$ cat config.mk
export PLATFORM = sky130hd
export DESIGN_NAME = servant_intc
export DESIGN_NICKNAME = d
export VERILOG_FILES = /design/src/rtl/servant_pkg.sv /design/src/rtl/servant_intc_sync.sv /design/src/rtl/servant_intc.sv
export SDC_FILE = /design/constraint.sdc
export NUM_CORES = 1
export LEC_CHECK = 0
export CAP_MARGIN = 20
export CORE_UTILIZATION = 30
export CTS_CLUSTER_SIZE = 30
export DETAILED_ROUTE_END_ITERATION = 8
export HOLD_SLACK_MARGIN = 0.05
export PLACE_DENSITY_LB_ADDON = 0.05
export SYNTH_ARGS = -nofsm -noshare
export SYNTH_HDL_FRONTEND = slang
export SYNTH_HIERARCHICAL = 1
export SYNTH_SLANG_ARGS = --single-unit
$ cat constraint.sdc
create_clock -name i_clk -period 1 [get_ports i_clk]
set_input_delay 0.15 -clock i_clk [delete_from_list [all_inputs] [get_ports i_clk]]
set_output_delay 0.15 -clock i_clk [all_outputs]
set_load 0.01 [all_outputs]
$ cat src/rtl/servant_pkg.sv
// ----------------------------------------------------------------------------
// servant_pkg
//   Shared definitions for the servant peripherals.
//   - intc_reg_e : word offsets of the interrupt controller registers,
//                  selected by bus address bits [3:2].
//   - MAX_SRC    : largest number of interrupt sources the controller allows.
//   - ACTIVE_W   : width of the ACTIVE field (index+1 of up to 31 sources).
// ----------------------------------------------------------------------------
package servant_pkg;

   typedef enum logic [1:0] {
      INTC_PENDING = 2'd0,
      INTC_ENABLE  = 2'd1,
      INTC_TYPE    = 2'd2,
      INTC_ACTIVE  = 2'd3
   } intc_reg_e;

   localparam int unsigned MAX_SRC  = 31;
   localparam int unsigned ACTIVE_W = 5;

endpackage

$ cat src/rtl/servant_intc_sync.sv
// ----------------------------------------------------------------------------
// servant_intc_sync
//   Vector flop-chain synchroniser for the interrupt source lines.
//   Each bit is passed through STAGES flops clocked by i_clk. With STAGES=0
//   the module is a plain wire, for sources that already live in i_clk.
//   RESET_STRATEGY="NONE" builds the chain without reset.
// Ports
//   i_clk  in  1      system clock
//   i_rst  in  1      synchronous, active-high reset
//   i_d    in  WIDTH  raw (possibly asynchronous) lines
//   o_q    out WIDTH  lines synchronised to i_clk
// ----------------------------------------------------------------------------
module servant_intc_sync #(
   parameter int unsigned WIDTH          = 4,
   parameter int unsigned STAGES         = 2,
   parameter string       RESET_STRATEGY = ""
) (
   input  logic             i_clk,
   input  logic             i_rst,
   input  logic [WIDTH-1:0] i_d,
   output logic [WIDTH-1:0] o_q
);

   if (STAGES == 0) begin : g_bypass
      logic unused_clk_rst;
      assign unused_clk_rst = i_clk ^ i_rst;
      assign o_q = i_d;
   end else begin : g_chain
      logic [WIDTH-1:0] sync_q [STAGES];

      if (RESET_STRATEGY == "NONE") begin : g_no_rst
         logic unused_rst;
         assign unused_rst = i_rst;
         always_ff @(posedge i_clk) begin
            sync_q[0] <= i_d;
            for (int unsigned k = 1; k < STAGES; k++) begin
               sync_q[k] <= sync_q[k-1];
            end
         end
      end else begin : g_rst
         always_ff @(posedge i_clk) begin
            if (i_rst) begin
               for (int unsigned k = 0; k < STAGES; k++) begin
                  sync_q[k] <= '0;
               end
            end else begin
               sync_q[0] <= i_d;
               for (int unsigned k = 1; k < STAGES; k++) begin
                  sync_q[k] <= sync_q[k-1];
               end
            end
         end
      end

      assign o_q = sync_q[STAGES-1];
   end

endmodule

$ cat src/rtl/servant_intc.sv
// ----------------------------------------------------------------------------
// servant_intc
//   Interrupt controller between the timer IRQ (plus other peripheral IRQ
//   lines) and the CPU timer-interrupt input. Sources are synchronised,
//   latched as edge- or level-type pending bits, masked by ENABLE and
//   combined into one registered interrupt. The bus slot never acks; the
//   servant mux does that.
//
//   Register map (word index = bus address [3:2]):
//     0 PENDING  R / W1C (W1C ignored for level sources)
//     1 ENABLE   RW
//     2 TYPE     RW, 1 = edge, 0 = level
//     3 ACTIVE   RO, index+1 of lowest pending&enabled source, 0 if none
//   Bits >= NUM_SRC read 0 and are ignored on write.
//
// Ports
//   i_clk     in  1        system clock, the only clock
//   i_rst     in  1        synchronous, active-high reset
//   i_src     in  NUM_SRC  raw interrupt lines (may be asynchronous)
//   i_wb_adr  in  2        word select
//   i_wb_dat  in  32       write data
//   i_wb_we   in  1        write enable
//   i_wb_cyc  in  1        cycle valid
//   o_wb_dat  out 32       read data, combinational from i_wb_adr
//   o_irq     out 1        interrupt to CPU
// ----------------------------------------------------------------------------
module servant_intc
   import servant_pkg::*;
#(
   parameter int unsigned NUM_SRC        = 4,
   parameter int unsigned SYNC_STAGES    = 2,
   parameter string       RESET_STRATEGY = ""
) (
   input  logic               i_clk,
   input  logic               i_rst,
   input  logic [NUM_SRC-1:0] i_src,
   input  logic [1:0]         i_wb_adr,
   input  logic [31:0]        i_wb_dat,
   input  logic               i_wb_we,
   input  logic               i_wb_cyc,
   output logic [31:0]        o_wb_dat,
   output logic               o_irq
);

   logic [NUM_SRC-1:0]  src_s;
   logic [NUM_SRC-1:0]  prev_q;
   logic [NUM_SRC-1:0]  pend_q, pend_d;
   logic [NUM_SRC-1:0]  en_q, en_d;
   logic [NUM_SRC-1:0]  type_q, type_d;
   logic [NUM_SRC-1:0]  w1c;
   logic [NUM_SRC-1:0]  hits;
   logic                irq_q, irq_d;
   logic [ACTIVE_W-1:0] active;
   logic                wr_en;
   intc_reg_e           reg_sel;

   // Upper write-data bits have no register behind them.
   logic unused_wb_dat;
   assign unused_wb_dat = ^i_wb_dat[31:NUM_SRC];

   servant_intc_sync #(
      .WIDTH          (NUM_SRC),
      .STAGES         (SYNC_STAGES),
      .RESET_STRATEGY (RESET_STRATEGY)
   ) u_sync (
      .i_clk (i_clk),
      .i_rst (i_rst),
      .i_d   (i_src),
      .o_q   (src_s)
   );

   // Edge-history flop; follows the synchroniser's reset strategy so that a
   // line held high through reset reads as a fresh edge only if prev resets.
   if (RESET_STRATEGY == "NONE") begin : g_prev_no_rst
      always_ff @(posedge i_clk) begin
         prev_q <= src_s;
      end
   end else begin : g_prev_rst
      always_ff @(posedge i_clk) begin
         if (i_rst) begin
            prev_q <= '0;
         end else begin
            prev_q <= src_s;
         end
      end
   end

   assign wr_en   = i_wb_cyc & i_wb_we;
   assign reg_sel = intc_reg_e'(i_wb_adr);

   // Register write decode
   always_comb begin
      en_d   = en_q;
      type_d = type_q;
      w1c    = '0;
      if (wr_en) begin
         unique case (reg_sel)
            INTC_PENDING: w1c    = i_wb_dat[NUM_SRC-1:0];
            INTC_ENABLE:  en_d   = i_wb_dat[NUM_SRC-1:0];
            INTC_TYPE:    type_d = i_wb_dat[NUM_SRC-1:0];
            INTC_ACTIVE:  ;
         endcase
      end
   end

   // Edge bits hold until cleared; a new rising edge beats a same-cycle
   // clear. Level bits simply track the synchronised line.
   assign pend_d = (type_q & ((pend_q & ~w1c) | (src_s & ~prev_q)))
                 | (~type_q & src_s);

   assign hits  = pend_q & en_q;
   assign irq_d = |hits;

   // Scan from the top down so the lowest-numbered hit is written last.
   always_comb begin
      active = '0;
      for (int unsigned i = NUM_SRC; i > 0; i--) begin
         if (hits[i-1]) begin
            active = ACTIVE_W'(i);
         end
      end
   end

   always_ff @(posedge i_clk) begin
      if (i_rst) begin
         pend_q <= '0;
         en_q   <= '0;
         type_q <= '0;
         irq_q  <= 1'b0;
      end else begin
         pend_q <= pend_d;
         en_q   <= en_d;
         type_q <= type_d;
         irq_q  <= irq_d;
      end
   end

   // Read mux
   always_comb begin
      o_wb_dat = '0;
      unique case (reg_sel)
         INTC_PENDING: o_wb_dat[NUM_SRC-1:0]  = pend_q;
         INTC_ENABLE:  o_wb_dat[NUM_SRC-1:0]  = en_q;
         INTC_TYPE:    o_wb_dat[NUM_SRC-1:0]  = type_q;
         INTC_ACTIVE:  o_wb_dat[ACTIVE_W-1:0] = active;
      endcase
   end

   assign o_irq = irq_q;

endmodule
After elaboration in Yosys (flattened, before gate mapping)
Memories as Yosys holds them, arrays and structs flattened.
Cells that the tools add are included.
{ "totals": {"register_bits": 17, "ram_bits": 8, "inputBits": 42, "output_inout_bits": 33, "word_cells": 39, "mem_count": 1} }
{ "mem_list": {"columns": ["name", "words", "word_bits", "read_ports", "rd_ports_with_merged_regs", "write_ports", "line", "text"], "rows": [
  ["u_sync.g_chain.sync_q", 2, 4, 2, 0, 2, "servant_intc_sync.sv:29", "logic [WIDTH-1:0] sync_q [STAGES];"]
]} }
{ "classes": {"eq_ne": 3, "muxes": 13, "bitwise_logic": 13, "reduce_logical": 4} }
{ "op_table": {"columns": ["cell", "count"], "rows": [
  ["$and A4 B4 Y4", 5],
  ["$mux W4", 4],
  ["$pmux W4 S4", 1],
  ["$mux W5", 3],
  ["$not A4 Y4", 3],
  ["$or A4 B4 Y4", 2],
  ["$eq A2 B2 Y1 const B", 2],
  ["$mux W1", 4],
  ["$reduce_and A2 Y1", 2],
  ["$reduce_or A4 Y1", 1],
  ["$mux W3", 1],
  ["$eq A2 B1 Y1 const B", 1],
  ["$logic_not A2 Y1", 1],
  ["$or A1 B1 Y1", 2],
  ["$and A1 B1 Y1", 1]
]} }

Logic depth before layout (Yosys ltp)
Gate-level depths: netlist of run 1.
{ "depth": {"depth_word": 8, "mapped_depth": 4, "ltp_nobuf": 3} }

Modules after synthesis
The synthesis of run 1 kept the hierarchy.
{ "by_module_without_submodules": {"columns": ["module", "n_inst", "cells_each", "area_per_inst_um2", "seq_area_each_um2"], "rows": [
  ["servant_intc", 1, 113, 1007.2, 340.3],
  ["servant_intc_sync", 1, 20, 240.2, 160.2]
]} }

Worst setup path after synthesis of run 1
OpenSTA, ideal clock, no wires.
{ "synth_timing": {"path_kind": "reg-to-output", "from": "reg pend_q[2]", "to": "out o_wb_dat[2]", "arrival_time_ns": 0.940, "required_ns": 0.850, "setup_slack_ns": -0.090, "path_stages_with_launch": 4, "n_path_buf": 0, "path_cell_list": "dfxtp_1 -> a22o_1 -> nand2b_1 -> o221ai_1"} }
{ "synth_via": {"elab_chain_cells": 5} }
{ "synth_lines": {"columns": ["item", "line", "text"], "rows": [
  ["start: declaration", "servant_intc.sv:47", "logic [NUM_SRC-1:0] pend_q, pend_d;"],
  ["start signal: assignment", "servant_intc.sv:131", "pend_q <= pend_d;"],
  ["$and A4 B4 Y4", "servant_intc.sv:111", "assign hits = pend_q & en_q;"],
  ["$mux W5 (3 in a row)", "servant_intc.sv:118", "if (hits[i-1]) begin"],
  ["$pmux W4 S4 *", "servant_intc.sv:141", "unique case (reg_sel)"],
  ["end: declaration", "servant_intc.sv:41", "output logic [31:0] o_wb_dat,"]
]} }
Mark *: on every way between the ends. The rest lies on a longest branch, timed or not.

Final worst setup path of run 1
{ "layout_timing": {"from": "reg en_q[2]", "to": "out o_wb_dat[2]"} }
{ "layout_via": {"elab_chain_cells": 5} }
{ "layout_lines": {"columns": ["item", "line", "text"], "rows": [
  ["start: declaration", "servant_intc.sv:48", "logic [NUM_SRC-1:0] en_q, en_d;"],
  ["start signal: assignment", "servant_intc.sv:132", "en_q <= en_d;"],
  ["$and A4 B4 Y4", "servant_intc.sv:111", null],
  ["$mux W5 (3 in a row)", "servant_intc.sv:118", null],
  ["$pmux W4 S4 *", "servant_intc.sv:141", null]
]} }
Marked as above.

==> results by group, run 1 <==
Setup path
  • Worst setup path start: en_q[2]
  • RR Endpoint: o_irq
  • CP endpoint: o_wb_dat[2]
  • Critical path class: reg2out
  • Worst R2R Start: en_q[2]
  • Crit-path cells: a22o_1 > nand2b_4 > o221ai_4 > buf_6
  • Reg2Reg Setup Slack: -0.08 ns
  • Crit path required time: 0.85 ns
  • CP max stage delay: between 0.3 and 0.4 ns
  • Crit-path max FO: 3
  • Reg2Reg Depth: 4
  • CP max stage cell: dfxtp_2
  • Startpoint Class: register
  • Crit. End Element: output port
  • Arr. time, crit path: 1.27 ns

Logic synthesis
  • Post-synthesis sequential area ratio: 0.4012
  • Post-synthesis cell area: between 1000 and 1500 um^2
  • Top post-synthesis cells by area: dfxtp_1 40%, buf_4 20%, mux2i_1 8.0%
  • Synth async-reset ratio: 0
  • Top post-synthesis cells by count: 34 x buf_4, 25 x dfxtp_1, 13 x nand2_1, 13 x nor2b_1, 10 x mux2i_1
  • Yosys top cell area share: 0.4012
  • Yosys warnings: 6
  • Number of synthesized flops with an enable pin: 0
  • Ys flop type: dfxtp_1
  • Area leader, netlist: dfxtp_1
  • Most frequent cell after synthesis: buf_4
  • Mapped Cells: around 130
  • Yosys cell types: 23
  • Avg Cell Area, Syn: 9.379 um^2
  • Flops & latches, synth: 25

Global routing
  • Vias in the first global route: approximately 890
  • Total Routing Usage GR: 0.1277
  • Overflow after GRT: 0
  • Largest net degree at the start of global routing: 20
  • Initial antenna violation count: 0
  • First-pass GRT wire length: a little over 4000 um

STA
  • Min Tclk post-route: between 1 and 1.5 ns
  • Fmax achieved: between 700 and 800 MHz
  • Layout Skew: 0.002778 ns
  • Hold Fails Final Rpt: 0
  • Max Slew Vio Count: 0
  • Hold Slack: 0.4277 ns
  • Fin crit share: 1.424
  • Worst Slack Setup Final: -0.4236 ns
  • RSZ-0062 raised after global routing: yes
  • Final setup fails: 5

CTS
  • Num Clock Sinks: 25
  • Clock slew at reported path FFs: roughly 0.080 ns
  • H-Tree Depth: 1
  • Root buf cell: clkbuf_8
  • CTS Buf Count: 3
  • Max Buffers Root-to-Sink: 2
  • CTS tree: done
  • Worst-Skew Late Latency: between 0.2 and 0.3 ns

Detailed routing
  • Drt pass-1 iters: 4
  • Post-DRT Antenna Nets: 0
  • Starting DRT DRC Count: 49
  • Drt total wl: ~2500 um
  • Vias per cell: around 4.2
  • # DRC: 0
  • Routed length per instance: 11.57 um
  • Via count: ~920

Floorplan
  • Die width: between 60 and 70 um
  • FP Rows: 23
  • I/O pins: 75
  • Core Box Area: 4000 um^2
  • DIE HEIGHT: 66.49 um
  • Die area: 4420 um^2
  • Starting Density: 0.3119

Worst hold path
  • Hold_sp: i_src[1]
  • Worst min path class: in2reg

Final layout
  • Layout area overhead: 32.40%
  • Ant. Diodes: 0
  • Finished Core Util: 0.4129
  • # nets final: between 200 and 250
  • Fin area: roughly 1700 um^2
  • Share of cells above drive strength 1: 0.3254

Placed design
  • Area after DPL: about 1500 um^2
  • Final HPWL DP: 1800 um
  • Port-buffer cells: 18
  • Final Wtd Congestion: ~0.76
  • Place WS: -0.8584 ns

Flow run
  • Max-cap viol count: 0

Power
  • Leakage: between 0.7 and 0.8 nW
  • Pwr Density: 1163 nW/um^2
  • Peak VDD IR: 433.5 uV
  • Total Power: around 1.9 mW

Run status
  • Failing checks: setup timing
  • Status: finished, violations left
==> final cells by class <==
class,count,area [um^2]
inverters,1,3.754
flip-flops and latches,25,511.7
fillers,396,2349
repair buffers,40,355.3
well taps,50,62.56
multi-input cells,99,673.1
clock buffers,4,45.04
==> metal layers <==
metal,up-vias,wire length (um),global-route usage
met4,0,51,0.06649
li1,461,-,-
met3,5,123,0.02740
met5,-,0,0
met2,31,1230,0.2207
met1,421,1129,0.1463
==> cell families (layout without fill, tap and decap cells) <==
logic type	after synthesis	after routing	synth area share
simple gates	44	44	0.2046
buf+inv	36	45	0.2116
flops	25	25	0.4012
compound gates	17	17	0.09930
mux	10	10	0.08024
other cells	1	28	0.003006
==> layout by cell type (no fill, tap or decap) <==
cell and n:
buf_2 4, and4bb_4 1, mux2i_4 1, a211oi_2 5
o21ai_2 1, nand2b_4 1, nand4_1 2, nand2_1 11
dlygate4sd2_1 2, clkbuf_8 3, nand3_1 1, nor2b_2 1
and2_1 2, nor2b_1 12, clkdlybuf4s50_1 9, nand4b_4 2
o21ai_0 1, a22o_1 1, conb_1 28, nor2_1 9
a21o_1 4, buf_12 1, inv_1 1, dfxtp_1 18
clkbuf_1 1, nand2_2 2, o221ai_4 1, buf_6 7
clkbuf_2 1, a211oi_1 1, dfxtp_2 6, mux2i_1 9
dfxtp_4 1, buf_4 15, a221oi_2 1, clkdlybuf4s15_2 1
a31oi_1 2
==> registers in the layout (all words and copies together), names as in the netlist <==
name	count
pend_q	4
prev_q	4
type_q	4
o_irq	1
u_sync/g_chain.sync_q	8
en_q	4
==> worst min path at each step <==
stage                                  endpoint  slack (ns)  cells after the start
floorplan           u_sync/g_chain.sync_q[0][0]        0.22                      1
global placement    u_sync/g_chain.sync_q[0][4]        0.42                      1
detailed placement  u_sync/g_chain.sync_q[0][6]        0.43                      1
CTS                 u_sync/g_chain.sync_q[0][1]        0.42                      2
global route        u_sync/g_chain.sync_q[0][1]        0.43                      2
finish              u_sync/g_chain.sync_q[0][1]        0.43                      2
==> critical path: cells and delay by family (launching register included) <==
| family | cells | cell delay (ns) |
|---|---|---|
| AND/OR/NAND/NOR | 1 | 0.16 |
| AO/OA/AOI/OAI | 2 | 0.40 |
| buffers and inverters | 1 | 0.13 |
| flip-flops | 1 | 0.33 |
==> per-stage QoR <==
stage               std cells  setup TNS, ns
global placement          213         -10.44
detailed placement        213         -10.53
global route              219         -1.660
finish                    219         -1.292
floorplan                 160      -0.001185
CTS                       218         -1.390
==> power by group <==
| part | switching [mW] | internal [mW] | total, mW |
|---|---|---|---|
| clock | 0.305 | 0.285 | 0.590 |
| sequential | 0.0128 | 1.02 | 1.04 |
| combinational | 0.154 | 0.140 | 0.293 |
| total | 0.472 | 1.45 | 1.92 |
==> what timing repair did <==
action / in CTS / in global routing
hold buffers: 0 / 0
resized for setup: 44 / 14
pin swaps: 5 / 6
setup buffers: 0 / 2
gates cloned: 1 / 0
endpoints found under the setup margin: 18 / 10
(Power assumes the default switching activity.)
==> run 2, diff against run 1 <==
PLACE_DENSITY = 0.63   (was unset)
PLACE_DENSITY_LB_ADDON = unset   (was 0.05)
==> run 2 against run 1 <==
Compared with the run above: the flow still finishes with violations (setup timing); global-route usage decreased by 1.6 points; wire length fell by 11%; sequential power hardly changed; combinational power decreased by 4%; via count down 2.1%; maximum frequency hardly changed; critical path depth unchanged; cell count increased by 0.46%; critical endpoint unchanged; largest power group unchanged.
==> results by group, run 2 (synthesis results as in run 1) <==
Run status
  • Failing checks: setup timing
  • Status: finished, violations left

Final layout
  • Max reg flops: 8 (unchanged)
  • Most frequent cells in the layout: 28 x conb_1, 19 x dfxtp_1, 19 x buf_4, 13 x nor2b_1, 12 x nand2_1
  • Commonest non-fill, non-tap cell in the layout: conb_1
  • Share of cells above drive strength 1: 0.3000 (-0.02544)
  • # nets final: 213 (+0.47%)
  • Ant. Diodes: 0 (unchanged)
  • Largest Register: u_sync/g_chain.sync_q
  • Number of fill cells: 407 (+2.8%)
  • Fin cells: 220 (+0.46%)
  • Layout area overhead: 30.09%

Setup path
  • Crit path required time: 0.85 ns (about the same)
  • Top delay family on crit path: compound AO/OA/AOI/OAI gates
  • Crit-path cells: a22o_1 > nand2b_4 > o221ai_4 > buf_2
  • CP max stage delay: 0.33 ns (about the same)
  • Critical path class: reg2out
  • Startpoint Class: register
  • Arr. time, crit path: 1.27 ns (about the same)
  • Crit-path max FO: 3 (unchanged)
  • Crit. End Element: output port
  • CP max stage cell: dfxtp_2
  • Reg2Reg Setup Slack: -0.09 ns (about the same)
  • RR Endpoint: o_irq
  • CP Buf/Inv Count: 1 (unchanged)
  • Reg2Reg Depth: 4 (unchanged)
  • Worst R2R Start: pend_q[2]

STA
  • Max Slew Vio Count: 0 (unchanged)
  • Hold Fails Final Rpt: 0 (unchanged)
  • Min Tclk post-route: 1.424 ns (+0.0001620 ns)
  • Fmax achieved: 702.4 MHz (about the same)
  • Final setup fails: 5 (unchanged)
  • Fin crit share: 1.424 (about the same)
  • RSZ-0062 raised after global routing: yes
  • Layout Skew: 0.0009465 ns (-0.001832 ns)
  • TNS Setup: -1.291 ns (+0.0002600 ns)
  • Worst Slack Setup Final: -0.4237 ns (-0.0001620 ns)

Floorplan
  • Die area: 4420 um^2 (unchanged)
  • Die width: 66.49 um (unchanged)
  • FP Rows: 23 (unchanged)
  • I/O pins: 75 (unchanged)
  • Core Box Area: 4000 um^2 (unchanged)
  • Starting Density: 0.3119 (unchanged)
  • DIE HEIGHT: 66.49 um (unchanged)

Detailed routing
  • Starting DRT DRC Count: 61 (+24%)
  • Vias per cell: 4.086 (-2.5%)
  • Post-DRT Antenna Nets: 0 (unchanged)
  • Drt total wl: 2267 um (-11%)
  • Via count: 899 (-2.1%)
  • Drt pass-1 iters: 4 (unchanged)
  • # DRC: 0 (unchanged)
  • Routed length per instance: 10.30 um (-11%)

Global routing
  • Total Routing Usage GR: 0.1120 (-0.01571)
  • Overflow after GRT: 0 (unchanged)
  • First-pass GRT wire length: 3753 um (-7.5%)
  • Largest net degree at the start of global routing: 18 (-10%)
  • Initial antenna violation count: 0 (unchanged)
  • Vias in the first global route: 837 (-6.1%)

Worst hold path
  • Worst hold path depth: 2 (unchanged)
  • Worst min path class: in2reg
  • Hold-critical path endpoint: u_sync/g_chain.sync_q[0][1]
  • Hold_sp: i_src[1]

Flow run
  • Max-cap viol count: 0 (unchanged)

CTS
  • CTS tree: done
  • Root buf cell: clkbuf_8
  • H-Tree Depth: 1 (unchanged)
  • Clock slew at reported path FFs: 0.08 ns (about the same)
  • CTS Buf Count: 3 (unchanged)
  • Max Buffers Root-to-Sink: 2 (unchanged)
  • Num Clock Sinks: 25 (unchanged)
  • Worst-Skew Late Latency: 0.26 ns (about the same)

Placed design
  • Final Wtd Congestion: 0.8021 (+5.4%)
  • Final HPWL DP: 1643 um (-8.7%)
  • Cell Count Post-Placement: 216 (+1.4%)
  • Port-buffer cells: 18 (unchanged)

Power
  • Leakage: 0.7823 nW (-0.39%)
  • Peak VDD IR: 1038 uV (+140%)
  • Total Power: 1.899 mW (-1.2%)
  • Pwr Density: 1170 nW/um^2 (+0.59%)
[run 2: worst register-to-register path, cell delays in order, from the launching register on]
cell and delay, ns:
dfxtp_2 0.33, a22o_1 0.25, buf_4 0.14, a221oi_2 0.18
nor2_1 0.08
[run 2: worst max-delay path by stage]
stage	startpoint	end	slack (ns)	depth (start not counted)
after floorplan	en_q[2]	o_wb_dat[1]	-0.001	3
after global placement	i_wb_adr[1]	o_wb_dat[1]	-0.86	6
after detailed placement	i_wb_adr[1]	o_wb_dat[2]	-0.87	5
after CTS	en_q[2]	o_wb_dat[2]	-0.43	4
after global routing	pend_q[2]	o_wb_dat[2]	-0.50	4
final	pend_q[2]	o_wb_dat[2]	-0.42	4
[run 2: where the power goes]
part | switching [mW] | internal (mW) | total [mW]
sequential | 0.0118 | 1.03 | 1.04
combinational | 0.147 | 0.134 | 0.282
clock | 0.301 | 0.278 | 0.579
[run 2: final cells by class]
class | count | area, um^2 | share of cell area
inverters | 1 | 3.754 | 0.002313
well taps | 50 | 62.56 | 0.03855
clock buffers | 3 | 41.29 | 0.02544
multi-input cells | 99 | 659.4 | 0.4063
clock inverters | 1 | 5.005 | 0.003084
flip-flops and latches | 25 | 508.0 | 0.3130
repair buffers | 41 | 342.8 | 0.2113
[run 2: per-stage QoR]
| stage | util | worst slack (ns) | cell area [um^2] | hold slack, ns |
|---|---|---|---|---|
| after floorplan | - | -0.001185 | 1374 | 0.2216 |
| after global placement | 0.3854 | -0.8572 | 1541 | 0.4193 |
| after detailed placement | 0.3854 | -0.8715 | 1541 | 0.4242 |
| after CTS | 0.4038 | -0.4329 | 1615 | 0.4235 |
| after global routing | 0.4057 | -0.4991 | 1623 | 0.4286 |
| final | 0.4057 | -0.4237 | 1623 | 0.4317 |
[run 2: timing repair]
item                       4_1_cts  5_1_grt
setup endpoints to repair       18       12
hold buffers                     0        0
pin swaps                        6        6
setup buffers                    0        1
hold endpoints to repair         0        0
gates resized for setup         37        7
[run 2: metal layers]
| layer | vias up | global-route usage | share of wire |
|---|---|---|---|
| met5 | - | 0 | 0 |
| met4 | 0 | 0.03191 | 0.0053 |
| met3 | 2 | 0.03425 | 0.056 |
| met2 | 29 | 0.1913 | 0.49 |
| met1 | 405 | 0.1342 | 0.45 |
| li1 | 463 | - | - |
==> run 3, diff against run 2 <==
CORE_UTILIZATION = 37   (was 30)
PLACE_DENSITY = 0.8   (was 0.63)
==> run 3 against run 2 <==
Compared with the run above: the run still ends with setup timing left; sequential share of layout area rose by 0.45 points; die area is 18% lower; critical path depth did not move; worst setup slack got worse by 0.056 ns; final area decreased by 0.69%; global-route usage grew 2.0 points; largest cell class unchanged; largest power group unchanged.
==> results by group, run 3 (synthesis results as in run 1) <==
Global routing
  • Initial antenna violation count: 0 (unchanged)
  • Largest net degree at the start of global routing: 16 (-2)
  • Overflow after GRT: 0 (unchanged)
  • First-pass GRT wire length: 3484 um (-7.2%)
  • Total Routing Usage GR: 0.1316 (+0.01965)
  • Vias in the first global route: 817 (-2.4%)

Setup path
  • CP Buf/Inv Count: 1 (unchanged)
  • Arr. time, crit path: 1.33 ns (+0.06 ns)
  • Reg2Reg Depth: 4 (unchanged)
  • Startpoint Class: register
  • Crit path required time: 0.85 ns (about the same)
  • Number of cells on the critical path: 4 (unchanged)
  • Crit. End Element: output port
  • Reg2Reg Setup Slack: -0.07 ns (+0.02 ns)
  • CP max stage delay: 0.34 ns (about the same)
  • Critical path class: reg2out
  • Top delay family on crit path: compound AO/OA/AOI/OAI gates
  • CP max stage cell: dfxtp_2
  • Crit-path max FO: 3 (unchanged)
  • Crit-path cells: a22o_1 > nand2b_4 > o221ai_4 > buf_6

CTS
  • H-Tree Depth: 1 (unchanged)
  • CTS Buf Count: 3 (unchanged)
  • Clock slew at reported path FFs: 0.13 ns (+0.05 ns)
  • Root buf cell: clkbuf_4
  • Worst-Skew Late Latency: 0.32 ns (+0.06 ns)
  • Max Buffers Root-to-Sink: 2 (unchanged)
  • CTS Hold Bufs: 0 (unchanged)
  • CTS tree: done
  • Num Clock Sinks: 25 (unchanged)

STA
  • Final setup fails: 5 (unchanged)
  • Layout Skew: 0.006176 ns (+0.005229 ns)
  • Worst Slack Setup Final: -0.4797 ns (-0.05597 ns)
  • Fin crit share: 1.480 (+0.05597)
  • TNS Setup: -1.483 ns (-0.1919 ns)
  • Hold Fails Final Rpt: 0 (unchanged)
  • RSZ-0062 raised after global routing: yes
  • Hold Slack: 0.3532 ns (-0.07849 ns)
  • Min Tclk post-route: 1.480 ns (+0.05597 ns)
  • Max Slew Vio Count: 0 (unchanged)
  • Fmax achieved: 675.8 MHz (-3.8%)

Placed design
  • Cell Count Post-Placement: 210 (-2.8%)
  • Final Wtd Congestion: 0.8249 (+2.8%)
  • Final HPWL DP: 1575 um (-4.2%)
  • Port-buffer cells: 18 (unchanged)

Final layout
  • Number of fill cells: 297 (-27%)
  • Share of cells above drive strength 1: 0.3140 (+0.01395)
  • Finished Core Util: 0.5152 (+0.1095)
  • Layout area overhead: 29.19%
  • # nets final: 215 (+0.94%)
  • Max reg flops: 8 (unchanged)
  • Ant. Diodes: 0 (unchanged)
  • Most frequent cells in the layout: 28 x conb_1, 22 x buf_4, 18 x dfxtp_1, 12 x nand2_1, 12 x nor2b_1
  • Fin cells: 216 (-1.8%)
  • Commonest non-fill, non-tap cell in the layout: conb_1
  • FF+latch area: 511.7 um^2 (+0.74%)
  • Largest Register: u_sync/g_chain.sync_q
  • Multi-input logic area: 645.6 um^2 (-2.1%)

Worst hold path
  • Worst min path class: in2reg
  • Worst hold path depth: 4 (+2)

Detailed routing
  • # DRC: 0 (unchanged)
  • Via count: 931 (+3.6%)
  • Drt total wl: 2207 um (-2.6%)
  • Starting DRT DRC Count: 38 (-38%)
  • Routed length per instance: 10.22 um (-0.84%)
  • Vias per cell: 4.310 (+5.5%)
  • Post-DRT Antenna Nets: 0 (unchanged)
  • Drt pass-1 iters: 4 (unchanged)

Floorplan
  • DIE HEIGHT: 60.07 um (-9.7%)
  • Die width: 60.07 um (-9.7%)
  • Core Box Area: 3128 um^2 (-22%)
  • Starting Density: 0.3988 (+0.08695)
  • FP Rows: 20 (-13%)
  • I/O pins: 75 (unchanged)
  • Die area: 3608 um^2 (-18%)

Power
  • Total Power: 1.757 mW (-7.5%)
  • Peak VDD IR: 628.7 uV (-39%)
  • Leakage: 0.8031 nW (+2.7%)
  • Pwr Density: 1090 nW/um^2 (-6.8%)

Flow run
  • Max-cap viol count: 0 (unchanged)

Run status
  • Status: finished, violations left
  • Failing checks: setup timing
## run 3: stage by stage
step	setup WS, ns	instance area (um^2)
floorplan	-0.001185	1374
global placement	-0.9255	1534
detailed placement	-0.8975	1534
CTS	-0.5179	1569
global route	-0.5593	1612
finish	-0.4797	1612
## run 3: per-layer routing
layer	up-vias	global-route usage	wire length [um]
met1	429	0.1539	990
met4	0	0.07973	44
met5	-	0	0
li1	467	-	-
met3	5	0.01948	92
met2	30	0.2254	1079
## run 3: timing repair
action,in CTS,in global routing
buffers inserted,1,2
setup endpoints to repair,18,12
resized for setup,37,11
pin swaps,5,2
## run 3: area by class of cell
cell class                      instances  area share
Clock buffer                            3     0.01398
Clock inverter                          1    0.003106
Inverter                                1    0.002329
Multi-Input combinational cell         99      0.4006
Sequential cell                        25      0.3175
Tap cell                               44     0.03416
Timing Repair Buffer                   43      0.2283
## run 3: worst paths after layout
| kind | start | end |
|---|---|---|
| max | pend_q[2] | o_wb_dat[2] |
| min | i_wb_we | en_q[0] |
| max reg2reg | pend_q[2] | o_irq |
| min reg2reg | u_sync/g_chain.sync_q[0][2] | u_sync/g_chain.sync_q[0][6] |
## run 3: power by group
| part | internal (mW) | total [mW] | leakage [nW] | switching [mW] |
|---|---|---|---|---|
| Clock | 0.150 | 0.441 | 0.0177 | 0.291 |
| Combinational | 0.136 | 0.279 | 0.578 | 0.144 |
| Sequential | 1.03 | 1.04 | 0.208 | 0.0114 |
| Total | 1.31 | 1.76 | 0.803 | 0.446 |
## run 3: worst reg2reg max path, stage by stage (launching register included)
cell      delay, ns
dfxtp_2        0.34
a22o_1         0.25
buf_4          0.14
a221oi_2       0.17
nor2_1         0.06
